### src/rtl/mac_sequencer.sv
`default_nettype none
// ============================================================================
// Module      : mac_sequencer
// Description : Dot-product sequencer feeding one lane pair per cycle through
//               an external shared SIZExSIZE multiplier, accumulating the sum.
//               Optional MAC_SEQ_ZERO_SKIP_EN skips lanes with a zero operand.
// Revision    : 1.0 - initial release
// ============================================================================
module mac_sequencer #(
    parameter int SIZE = 4,
    parameter int SETS = 8
) (
    input  logic                       clk,
    input  logic                       reset_n,
    input  logic                       valid,
    input  logic [SIZE*SETS-1:0]       a,
    input  logic [SIZE*SETS-1:0]       b,
    output logic [SIZE-1:0]            mul_a,
    output logic [SIZE-1:0]            mul_b,
    output logic                       mul_valid,
    input  logic [2*SIZE-1:0]          mul_out,
    output logic                       busy,
    output logic                       ready,
    output logic [(SIZE<<1)+SETS-1:0]  out
);

    localparam int ACC_W = (SIZE << 1) + SETS;

    typedef enum logic [0:0] {
        S_IDLE = 1'b0,
        S_RUN  = 1'b1
    } state_t;

    state_t             state_q, state_d;
    logic [SIZE*SETS-1:0] a_q, a_d, b_q, b_d;
    logic [SETS-1:0]    mask_q, mask_d;
    logic [ACC_W-1:0]   acc_q, acc_d;
    logic [ACC_W-1:0]   out_q, out_d;
    logic               ready_q, ready_d;

    logic [SETS-1:0]    w_init_mask;
    logic [SETS-1:0]    w_lane_sel;
    logic [SETS-1:0]    w_mask_rem;
    logic [ACC_W-1:0]   w_acc_sum;

`ifdef MAC_SEQ_ZERO_SKIP_EN
    // A lane needs a multiplier cycle only when both operands are nonzero.
    for (genvar gi = 0; gi < SETS; gi++) begin : g_mask
        assign w_init_mask[gi] = (|a[gi*SIZE +: SIZE]) && (|b[gi*SIZE +: SIZE]);
    end
`else
    assign w_init_mask = '1;
`endif

    // Isolate the lowest pending lane: lanes are served in ascending order.
    assign w_lane_sel = mask_q & (~mask_q + {{(SETS-1){1'b0}}, 1'b1});
    assign w_mask_rem = mask_q & ~w_lane_sel;
    assign w_acc_sum  = acc_q + {{SETS{1'b0}}, mul_out};

    always_comb begin
        mul_a     = '0;
        mul_b     = '0;
        mul_valid = (state_q == S_RUN) && (|mask_q);
        if (state_q == S_RUN) begin
            for (int i = 0; i < SETS; i++) begin
                if (w_lane_sel[i]) begin
                    mul_a = mul_a | a_q[i*SIZE +: SIZE];
                    mul_b = mul_b | b_q[i*SIZE +: SIZE];
                end
            end
        end
    end

    always_comb begin
        state_d = state_q;
        a_d     = a_q;
        b_d     = b_q;
        mask_d  = mask_q;
        acc_d   = acc_q;
        out_d   = out_q;
        ready_d = 1'b0;
        case (state_q)
            S_IDLE: begin
                if (valid) begin
                    a_d     = a;
                    b_d     = b;
                    mask_d  = w_init_mask;
                    acc_d   = '0;
                    state_d = S_RUN;
                end
            end
            S_RUN: begin
                if (|mask_q) begin
                    acc_d  = w_acc_sum;
                    mask_d = w_mask_rem;
                    if (w_mask_rem == '0) begin
                        out_d   = w_acc_sum;
                        ready_d = 1'b1;
                        state_d = S_IDLE;
                    end
                end else begin
                    // Nothing to multiply: finish immediately with a zero result.
                    out_d   = acc_q;
                    ready_d = 1'b1;
                    state_d = S_IDLE;
                end
            end
            default: state_d = S_IDLE;
        endcase
    end

    always_ff @(posedge clk or negedge reset_n) begin
        if (!reset_n) begin
            state_q <= S_IDLE;
            a_q     <= '0;
            b_q     <= '0;
            mask_q  <= '0;
            acc_q   <= '0;
            out_q   <= '0;
            ready_q <= 1'b0;
        end else begin
            state_q <= state_d;
            a_q     <= a_d;
            b_q     <= b_d;
            mask_q  <= mask_d;
            acc_q   <= acc_d;
            out_q   <= out_d;
            ready_q <= ready_d;
        end
    end

    assign busy  = (state_q == S_RUN);
    assign ready = ready_q;
    assign out   = out_q;

endmodule
`default_nettype wire

### config.mk
export PLATFORM = sky130hd
export DESIGN_NAME = mac_sequencer
export DESIGN_NICKNAME = d
export VERILOG_FILES = /design/src/rtl/mac_sequencer.sv
export SDC_FILE = /design/constraint.sdc
export NUM_CORES = 1
export LEC_CHECK = 0
export ABC_AREA = 1
export CAP_MARGIN = 5
export CORE_MARGIN = 2
export CORE_UTILIZATION = 55
export CTS_CLUSTER_DIAMETER = 200
export DETAILED_ROUTE_END_ITERATION = 12
export DONT_BUFFER_PORTS = 1
export GPL_TIMING_DRIVEN = 0
export PLACE_DENSITY = 0.74
export SYNTH_ARGS = -nofsm -noshare
export SYNTH_HDL_FRONTEND = slang
export SYNTH_SLANG_ARGS = --single-unit
### constraint.sdc
create_clock -name clk -period 1.6 [get_ports clk]
set_input_delay 0.16 -clock clk [delete_from_list [all_inputs] [get_ports clk]]
set_output_delay 0.16 -clock clk [all_outputs]
set_load 0.02 [all_outputs]
==> results.py, run 1 <==
metrics = {
    "synth": {
        "avgSynthCellArea_sq_um": 7.35,
        "synth_edf_count": 0,
        "synth_top_family_by_area": "simple AND/OR/NAND/NOR gates",
        "synthMuxAreaShare_pct": 0,
        "yosys.area_share.simple_pct": 37.1,
        "synth_area_sq_mm": 0.00544,
        "synth_compound_area_share_pct": 4.62,
        "ys_warn_count": 0,
        "syn_inst": 740,
        "synth-adder-area-share_pct": 2.21,
        "ys_ff_latch": 106,
        "synth_flop_cell": "dfrtp_1",
        "yosysUniqueCellTypes": 34,
        "synth_seq_area_share_pct": 48.7,
        "ys_async_sr_fraction_pct": 100,
        "syn_nets": 824,
        "synth-xor-area-share_pct": 0.322,
    },
    "power": {
        "p_int_mw": 6.91,
        "power.share.clock_pct": 14.5,
        "finalPower_mw": 12.8,
        "sequentialPowerShare_pct": 38.6,
        "peakVddDrop_mv": 1.06,
        "p_switching_mw": 5.89,
        "swShare_pct": 46.0,
        "p_leak_nw": 3.60,
        "combPwrFrac_pct": 46.9,
        "powerDensity_mw_per_mm2": 1890,
    },
    "clock_network": {
        "htree_num_levels": 3,
        "ctsLongestPathBuffers": 2,
        "clk_pin_slew_ps": 110,
        "tritoncts": "yes",
        "holdBufCountCts": 65,
        "clock_latency_ps": 370,
        "clockRootBuffer": "clkbuf_8",
        "clock_sinks": 106,
        "cts_buffers": 9,
    },
    "grt": {
        "grt_max_degree": 107,
        "grt_pass1_wl_microns": 24300,
        "overflow": 0,
        "grt_usage_pct": 29.9,
        "grt_pass1_vias": 5215,
        "antenna_found_initial": 0,
    },
    "sta": {
        "tightest_slew_ps": 455,
        "setup_viol": 45,
        "setup_slack_ps": -460,
        "period_needed_ps": 2060,
        "clock.fmax_mhz": 485,
        "tns_ps": -9480,
        "rsz0062_at_grt": "yes",
        "drv_slew": 0,
        "clock_skew_ps": 9.98,
        "hold_viol_final": 106,
        "timing.slew.headroom_pct": 69.7,
        "holdWs_ps": -535,
        "final.period_utilization_pct": 129,
    },
    "worst_setup_path": {
        "cp-start-kind": "flop",
        "cp_slowest_stage_delay_ps": 430,
        "crit_chain": "nor2_4, nand2_2, nor2_4, nand2_1, nand4_1, nor2_2, nand4_1, nand2_1, inv_2",
        "cp-end-kind": "output port",
        "path_class": "flop to output port",
        "arrival_ps": 1900,
        "critical_path_buf_inv_count": 1,
        "path_max_fanout": 8,
        "cp.required_ps": 1440,
        "cp_slowest_cell": "dfrtp_1",
        "crit_family": "simple AND/OR/NAND/NOR gates",
    },
    "finish": {
        "final_cell_area_sq_mm": 0.00679,
        "n_fill_cell": 751,
        "drive_gt1_share_pct": 12.8,
        "stdcell_count": 962,
        "finalNetCount": 908,
        "syn2layout_area_growth_pct": 24.7,
        "n_antenna_cell": 0,
        "fin_util_pct": 70.1,
    },
    "flow_run": {
        "timing.max_cap.violations": 0,
    },
    "detailed_routing": {
        "ant_nets": 0,
        "drc": 0,
        "post_drt_wl_per_cell_microns": 15.6,
        "drtPass1Iterations": 5,
        "vias_per_cell": 5.36,
        "vias": 5160,
        "drt-initial-drc-count": 259,
        "wirelength_microns": 15000,
    },
    "die": {
        "fp.dieW_microns": 103,
        "die_y_microns": 103,
        "core_area_sq_mm": 0.00968,
        "rows": 36,
        "initial_utilization_pct": 56.2,
        "die-area_sq_mm": 0.0107,
        "io_pins": 102,
    },
    "placed_design": {
        "globalplace.congestion": 0.901,
        "placed_cells": 873,
        "dp_hpwl_microns": 10000,
        "postPlaceCellArea_sq_mm": 0.00562,
        "portBuffers": 0,
        "pre_cts_slack_ps": -449,
    },
    "run_status": {
        "violations": "negative hold slack, negative setup slack",
        "status": "complete, but fails checks",
    },
    "worst_hold_path": {
        "hold_path.class": "input pin to asynchronous set/reset pin",
    },
}
-- power groups by stage --
stage          Sequential [mW]  Clock [mW]  Combinational, mW
6_report                  4.94        1.86               6.00
3_3_place_gp              4.89           0               4.94
4_1_cts                   4.91        1.87               5.82
5_1_grt                   5.10        1.98               6.68
3_5_place_dp              4.92           0               5.10
2_1_floorplan             4.72           0               3.89
-- Yosys cell counts, types with 3 or more instances --
cell / n / share of area, %
nand2_1: 358 / 25
dfrtp_1: 106 / 49
inv_1: 62 / 4.3
nand3_1: 49 / 4.5
nor2_1: 42 / 2.9
o21ai_0: 24 / 2.2
nand4_1: 17 / 2.0
clkbuf_1: 12 / 0.83
buf_2: 10 / 0.92
o21ai_1: 10 / 0.92
ha_1: 8 / 1.8
a21oi_1: 4 / 0.37
o211ai_1: 4 / 0.55
o22ai_1: 4 / 0.46
inv_2: 3 / 0.21
nand3b_1: 3 / 0.41
-- cells by family after synthesis --
kind of cell / Yosys count
adders and majority gates: 9
xor gates and xnor gates: 2
buffers and inverters: 92
and+or+nand+nor: 484
AOI/OAI and AO/OA: 47
DFF: 106
-- metal layers --
metal	global-route usage (%)	part of all wire, %	vias up
li1	-	-	2479
met1	33.3	38	2458
met2	56.4	54	193
met3	5.31	6.0	30
met4	11.2	2.5	0
met5	0	0	-
-- state kept, by name (all words and copies together) (netlist names) --
signal  count
ready       1
out        16
busy        1
a_q        32
mask_q      8
b_q        32
acc_q      16
-- final cells by class --
class,count,area (sq um),share of cell area [%]
plain buffers,25,165,2.43
clock buffers,11,131,1.94
clock inverters,5,85.1,1.25
inverters,66,251,3.71
multi-input cells,542,2590,38.1
flip-flops and latches,106,2660,39.1
well taps,133,166,2.45
repair buffers,74,743,11.0
-- placed cells by master, fill, tap and decap left out, types with 5 or more instances in the layout --
| cell type | count |
|---|---|
| clkbuf_8 | 9 |
| nor2_1 | 33 |
| inv_2 | 10 |
| buf_4 | 15 |
| o21ai_0 | 15 |
| dfrtp_1 | 103 |
| nand3_1 | 45 |
| clkbuf_1 | 7 |
| nand4_1 | 17 |
| o21ai_2 | 7 |
| dlygate4sd3_1 | 65 |
| inv_1 | 54 |
| o21ai_1 | 12 |
| nor2_2 | 7 |
| nand2_4 | 5 |
| nand2_2 | 9 |
| nand3_2 | 5 |
| ha_1 | 5 |
| nor2_4 | 5 |
| nand2_1 | 348 |
-- what timing repair did --
| action | in CTS | in global routing |
|---|---|---|
| hold endpoints to repair | 171 | 106 |
| endpoints found under the setup margin | 112 | 97 |
| setup buffers | 8 | 1 |
| pin swaps | 6 | 9 |
| resized for setup | 64 | 20 |
-- worst register-to-register path: cells and delay by family, from the launching register on --
kind | cells | cell delay, ps
AND/OR/NAND/NOR | 9 | 1010
flip-flops | 1 | 430
buffers and inverters | 2 | 370
-- worst paths after layout --
| check | depth (start not counted) | start | slack [ps] | to |
|---|---|---|---|---|
| worst max-delay path | 9 | mask_q[1] | -460 | mul_a[0] |
| min in group clk | 2 | valid | 60 | busy |
| worst max register to register | 11 | mask_q[1] | -270 | out[10] |
| worst min-delay path | 0 | reset_n | -530 | acc_q[6] |
| max in group asynchronous | 0 | reset_n | 1930 | mask_q[0] |
| worst min register to register | 2 | a_q[5] | 490 | a_q[5] |
Note: power is estimated with default switching activity, not from simulation.
==> run 2, diff against run 1 <==
==> constraint.sdc (replaced) <==
create_clock -name clk -period 1.8 [get_ports clk]
set_input_delay 0.18 -clock clk [delete_from_list [all_inputs] [get_ports clk]]
set_output_delay 0.18 -clock clk [all_outputs]
set_load 0.02 [all_outputs]
==> run 2 against run 1 <==
Net effect: the run still ends with negative hold slack, negative setup slack left; core utilization grew 3.2 points; total power is 4.3% lower; combinational power increased by 3%; first-iteration DRC count grew 17%; largest cell class is now multi-input combinational cells.
==> results.py, run 2 (same netlist as run 1, synthesis figures left out) <==
metrics = {
    "sta": {
        "clock_skew_ps": 11.8,
        "tightest_slew_ps": 526,
        "clock.fmax_mhz": 471,
        "hold_viol_final": 106,
        "setup_slack_ps": -323,
        "setup_viol": 40,
        "timing.slew.headroom_pct": 64.9,
        "rsz0062_at_grt": "yes",
        "drv_slew": 0,
        "final.period_utilization_pct": 118,
        "holdWs_ps": -523,
        "period_needed_ps": 2120,
    },
    "power": {
        "p_leak_nw": 3.77,
        "peakVddDrop_mv": 1.01,
        "powerDensity_mw_per_mm2": 1730,
    },
    "die": {
        "core_area_sq_mm": 0.00968,
        "io_pins": 102,
        "initial_utilization_pct": 56.2,
        "rows": 36,
        "fp.dieW_microns": 103,
        "die-area_sq_mm": 0.0107,
        "die_y_microns": 103,
    },
    "worst_setup_path": {
        "ff2ff_setup_slack_ps": -270,
        "path_class": "flop to output port",
        "reg2reg_from": "mask_q[0]",
        "cp-end-kind": "output port",
        "cp-start-kind": "flop",
        "path_max_fanout": 8,
        "cp_slowest_stage_delay_ps": 470,
        "cp_slowest_cell": "dfrtp_2",
        "cp.required_ps": 1620,
        "crit_chain": "nor2_4, buf_12, nand3_4, nor2_4, nand2_1, nand4_1, nand2_1, inv_2",
        "reg2reg_depth": 13,
        "arrival_ps": 1940,
        "r2r-end": "out[9]",
    },
    "grt": {
        "overflow": 0,
        "grt_pass1_wl_microns": 24700,
        "grt_pass1_vias": 5220,
        "grt_usage_pct": 30.7,
        "grt_max_degree": 107,
        "antenna_found_initial": 0,
    },
    "detailed_routing": {
        "ant_nets": 0,
        "met3_length_microns": 1040,
        "drtPass1Iterations": 5,
        "post_drt_wl_per_cell_microns": 16.4,
        "wl_met1_microns": 5970,
        "maxUsedRoutingLayer": "met4",
        "wirelength_microns": 16100,
        "drc": 0,
        "vias_per_cell": 5.46,
        "drt-initial-drc-count": 304,
        "met2_length_microns": 8220,
        "vias": 5342,
    },
    "run_status": {
        "status": "complete, but fails checks",
        "violations": "negative hold slack, negative setup slack",
    },
    "finish": {
        "drive_gt1_share_pct": 16.4,
        "finalNetCount": 926,
        "syn2layout_area_growth_pct": 30.5,
        "n_antenna_cell": 0,
        "final_common_cell": "nand2_1",
        "top_regs": "a_q x32, b_q x32",
        "final_cell_mix": "346 x nand2_1, 104 x dfrtp_1, 65 x dlygate4sd3_1, 52 x inv_1, 45 x nand3_1",
        "n_fill_cell": 709,
        "final_cell_area_sq_mm": 0.00710,
        "fin_util_pct": 73.3,
    },
    "clock_network": {
        "tritoncts": "yes",
        "holdBufCountCts": 65,
        "clk_pin_slew_ps": 110,
        "cts_buffers": 9,
        "clock_sinks": 106,
        "clock_latency_ps": 400,
        "ctsLongestPathBuffers": 2,
        "clockRootBuffer": "clkbuf_8",
        "htree_num_levels": 3,
    },
    "flow_run": {
        "timing.max_cap.violations": 0,
    },
    "placed_design": {
        "dp_hpwl_microns": 9980,
        "globalplace.congestion": 0.909,
        "portBuffers": 0,
        "postPlaceCellArea_sq_mm": 0.00561,
    },
    "worst_hold_path": {
        "hold_path.class": "input pin to asynchronous set/reset pin",
    },
}
==> run 2: worst max path at each step <==
stage	from	to	slack [ps]	cells past startpoint
CTS	mask_q[0]	mul_a[1]	-300	9
floorplan	acc_q[0]	out[4]	70	9
finish	mask_q[0]	mul_b[0]	-320	8
global placement	mask_q[1]	mul_a[3]	-210	8
global route	mask_q[0]	mul_a[3]	-410	8
detailed placement	acc_q[0]	out[6]	-240	11
==> run 2: routing by layer <==
| metal | track usage [%] | vias to the layer above |
|---|---|---|
| li1 | - | 2524 |
| met1 | 34.9 | 2536 |
| met2 | 53.7 | 226 |
| met3 | 6.99 | 56 |
| met4 | 16.5 | 0 |
| met5 | 0 | - |
==> run 2: area by class of cell <==
class / count / area (sq um) / share of cell area, %
clock inverter: 4 / 76.3 / 1.08
sequential: 106 / 2660 / 37.4
timing repair buffer: 91 / 928 / 13.1
tap: 133 / 166 / 2.34
clock buffer: 11 / 131 / 1.85
multi-input combinational: 543 / 2710 / 38.2
buffer: 25 / 173 / 2.43
inverter: 66 / 259 / 3.65
==> run 2: timing repair <==
action	in CTS	in global routing
hold endpoints to repair	171	106
setup endpoints to repair	40	110
gates cloned	3	1
resized for setup	79	47
setup buffers	13	11
pin swaps	14	9
==> run 2: worst max-delay path: cells and delay by family (launching register included) <==
| family | cells | cell delay [ps] |
|---|---|---|
| buf+inv | 2 | 250 |
| flops | 1 | 470 |
| simple gates | 6 | 820 |
==> run 2: per-stage QoR <==
| stage | power, mW | hold slack (ps) | setup WS (ps) | TNS (ps) | instances |
|---|---|---|---|---|---|
| floorplan | 7.64 | -116 | 74.3 | 0 | 740 |
| global placement | 8.70 | -111 | -214 | -4200 | 873 |
| detailed placement | 8.86 | -111 | -244 | -5160 | 873 |
| CTS | 11.5 | -538 | -303 | -4720 | 969 |
| global route | 13.1 | -548 | -408 | -11940 | 979 |
| finish | 12.3 | -523 | -323 | -7570 | 979 |
==> run 2: where the power goes <==
group / internal, mW / switching, mW / total, mW
clock network: 0.786 / 0.851 / 1.64
registers: 3.45 / 0.975 / 4.43
logic: 2.34 / 3.85 / 6.19
==> run 3, diff against run 2 <==
--- a/config.mk
+++ b/config.mk
@@ -8,12 +8,11 @@
 export ABC_AREA = 1
 export CAP_MARGIN = 5
 export CORE_MARGIN = 2
-export CORE_UTILIZATION = 55
+export CORE_UTILIZATION = 47
 export CTS_CLUSTER_DIAMETER = 200
 export DETAILED_ROUTE_END_ITERATION = 12
-export DONT_BUFFER_PORTS = 1
 export GPL_TIMING_DRIVEN = 0
-export PLACE_DENSITY = 0.74
+export PLACE_DENSITY = 0.77
 export SYNTH_ARGS = -nofsm -noshare
 export SYNTH_HDL_FRONTEND = slang
 export SYNTH_SLANG_ARGS = --single-unit
==> run 3 against run 2 <==
Net effect: the run ends with negative setup slack left; clock skew is 3.9 ps lower; cell count is 5.8% higher; critical path depth is 3 higher; routed wire length is 0.40% higher; non-clock buffer count is 47 higher; maximum frequency is 0.18% higher; clock-buffer cell count stayed put; final area is 10% higher; largest power group unchanged; combinational power is 16% higher; first-iteration DRC count is 62% higher; critical endpoint is now mul_b[2]; total power is 10% higher; via count is 1.0% higher.
==> results.py, run 3 (same netlist as run 1, synthesis figures left out) <==
metrics = {
    "worst_setup_path": {
        "path_max_fanout": 6,
        "arrival_ps": 1940,
        "cp-start-kind": "flop",
        "cp_slowest_cell": "dfrtp_2",
        "cp.required_ps": 1620,
        "path_class": "flop to output port",
        "ff2ff_setup_slack_ps": -210,
        "crit_family": "simple AND/OR/NAND/NOR gates",
        "cp_slowest_stage_delay_ps": 440,
        "critical_path_buf_inv_count": 3,
        "cp-end-kind": "output port",
        "crit_chain": "nor2_4, nand2_2, nor2_4, buf_4, nand2_1, nand4_1, nor2_2, nand4_1, nand2_1, inv_1, buf_4",
    },
    "grt": {
        "grt_usage_pct": 23.8,
        "antenna_found_initial": 0,
        "grt_pass1_vias": 5038,
        "grt_max_degree": 62,
        "overflow": 0,
        "grt_pass1_wl_microns": 23600,
    },
    "clock_network": {
        "clk_pin_slew_ps": 80,
        "clockRootBuffer": "clkbuf_16",
        "htree_num_levels": 3,
        "cts_buffers": 9,
        "clock_latency_ps": 360,
        "clock_sinks": 106,
        "ctsLongestPathBuffers": 2,
        "tritoncts": "yes",
    },
    "detailed_routing": {
        "post_drt_wl_per_cell_microns": 15.6,
        "vias": 5397,
        "ant_nets": 0,
        "drc": 0,
        "drtPass1Iterations": 5,
        "drt-initial-drc-count": 493,
        "vias_per_cell": 5.21,
        "wirelength_microns": 16100,
    },
    "sta": {
        "clock.fmax_mhz": 472,
        "timing.slew.headroom_pct": 58.0,
        "tns_ps": -6240,
        "tightest_slew_ps": 631,
        "clock_skew_ps": 7.93,
        "rsz0062_at_grt": "yes",
        "setup_slack_ps": -320,
        "period_needed_ps": 2120,
        "drv_slew": 0,
        "final.period_utilization_pct": 118,
        "hold_viol_final": 0,
        "setup_viol": 42,
    },
    "finish": {
        "stdcell_count": 1036,
        "final_cell_area_sq_mm": 0.00781,
        "n_antenna_cell": 0,
        "multiInputGateArea_sq_mm": 0.00278,
        "syn2layout_area_growth_pct": 43.6,
        "top_regs": "a_q x32, b_q x32",
        "finalNetCount": 972,
        "final_cell_mix": "346 x nand2_1, 104 x dfrtp_1, 91 x clkdlybuf4s50_1, 60 x inv_1, 39 x nand3_1",
        "seqCellArea_sq_mm": 0.00266,
        "n_fill_cell": 885,
        "final_common_cell": "nand2_1",
        "drive_gt1_share_pct": 18.1,
    },
    "power": {
        "swShare_pct": 43.6,
        "peakVddDrop_mv": 1.13,
        "sequentialPowerShare_pct": 31.0,
        "combPwrFrac_pct": 53.3,
        "p_switching_mw": 5.89,
        "p_int_mw": 7.61,
        "powerDensity_mw_per_mm2": 1730,
        "p_leak_nw": 4.03,
        "power.share.clock_pct": 15.6,
    },
    "placed_design": {
        "globalplace.congestion": 0.930,
        "postPlaceCellArea_sq_mm": 0.00666,
        "dp_hpwl_microns": 10500,
        "portBuffers": 101,
        "pre_cts_slack_ps": -787,
        "placed_cells": 985,
    },
    "die": {
        "die-area_sq_mm": 0.0125,
        "fp.dieW_microns": 112,
        "io_pins": 102,
        "core_area_sq_mm": 0.0114,
        "die_y_microns": 112,
        "initial_utilization_pct": 47.9,
        "rows": 39,
    },
    "flow_run": {
        "timing.max_cap.violations": 0,
    },
    "run_status": {
        "violations": "negative setup slack",
        "status": "complete, but fails checks",
    },
    "worst_hold_path": {
        "hold_path.class": "input pin to flop",
    },
}
run 3: cell count changes in the layout (fill, tap and decap cells not counted), moves of 4 or more:
cell | previous run | this run
nor2_1 | 32 | 25
dlygate4sd3_1 | 65 | 1
buf_6 | 7 | 16
buf_4 | 19 | 27
clkdlybuf4s50_1 | 0 | 91
o21ai_1 | 4 | 10
nor2_4 | 7 | 11
nand3_1 | 45 | 39
clkbuf_16 | 0 | 12
inv_2 | 11 | 1
clkbuf_8 | 9 | 2
nand3_2 | 4 | 9
inv_1 | 52 | 60
run 3: final cells by class:
cell class / count / area share, %
well taps: 143 / 2.29
plain buffers: 25 / 2.66
clock inverters: 5 / 0.865
flip-flops and latches: 106 / 34.0
inverters: 66 / 3.46
multi-input cells: 542 / 35.6
clock buffers: 11 / 3.11
repair buffers: 138 / 18.1
run 3: tightest hold or removal path: stages:
cell and delay (ps):
clkdlybuf4s50_1 390, nand2_1 60, nand2_1 40
run 3: metal layers:
metal  vias up  GRT usage [%]  part of all wire [%]
met5         -              0                     0
met4         0           11.6                   4.4
met3        45           4.03                   6.1
met2       223           40.9                    50
met1      2515           29.1                    40
li1       2614              -                     -
run 3: worst paths after layout:
path / startpoint / endpoint / depth (start not counted)
setup / recovery: mask_q[1] / mul_b[2] / 11
hold / removal: b[30] / b_q[30] / 3
setup reg to reg: mask_q[1] / out[2] / 11
hold reg to reg: out[6] / out[6] / 2
max in group asynchronous: reset_n / mask_q[0] / 3
min in group asynchronous: reset_n / acc_q[6] / 2
run 3: per-stage QoR:
| stage | hold slack (ps) | utilization, % | power [mW] |
|---|---|---|---|
| 2_1_floorplan | -116 | - | 7.64 |
| 3_3_place_gp | 462 | 58.3 | 9.64 |
| 3_5_place_dp | 240 | 58.5 | 9.79 |
| 4_1_cts | 345 | 63.6 | 12.4 |
| 5_1_grt | 357 | 68.7 | 14.3 |
| 6_report | 350 | 68.7 | 13.5 |
run 3: repair_timing:
action	4_1_cts	5_1_grt
endpoints found under the hold margin	45	0
setup endpoints to repair	32	42
buffers inserted	14	16
gates cloned	1	4
resized for setup	104	100
hold buffers	1	0
pin swaps	10	25
run 3: power groups by stage:
stage | Sequential [mW] | Clock, mW | Combinational [mW]
6_report | 4.19 | 2.11 | 7.20
3_3_place_gp | 4.11 | 0 | 5.53
4_1_cts | 4.14 | 2.11 | 6.15
5_1_grt | 4.30 | 2.19 | 7.82
2_1_floorplan | 4.19 | 0 | 3.44
3_5_place_dp | 4.14 | 0 | 5.66
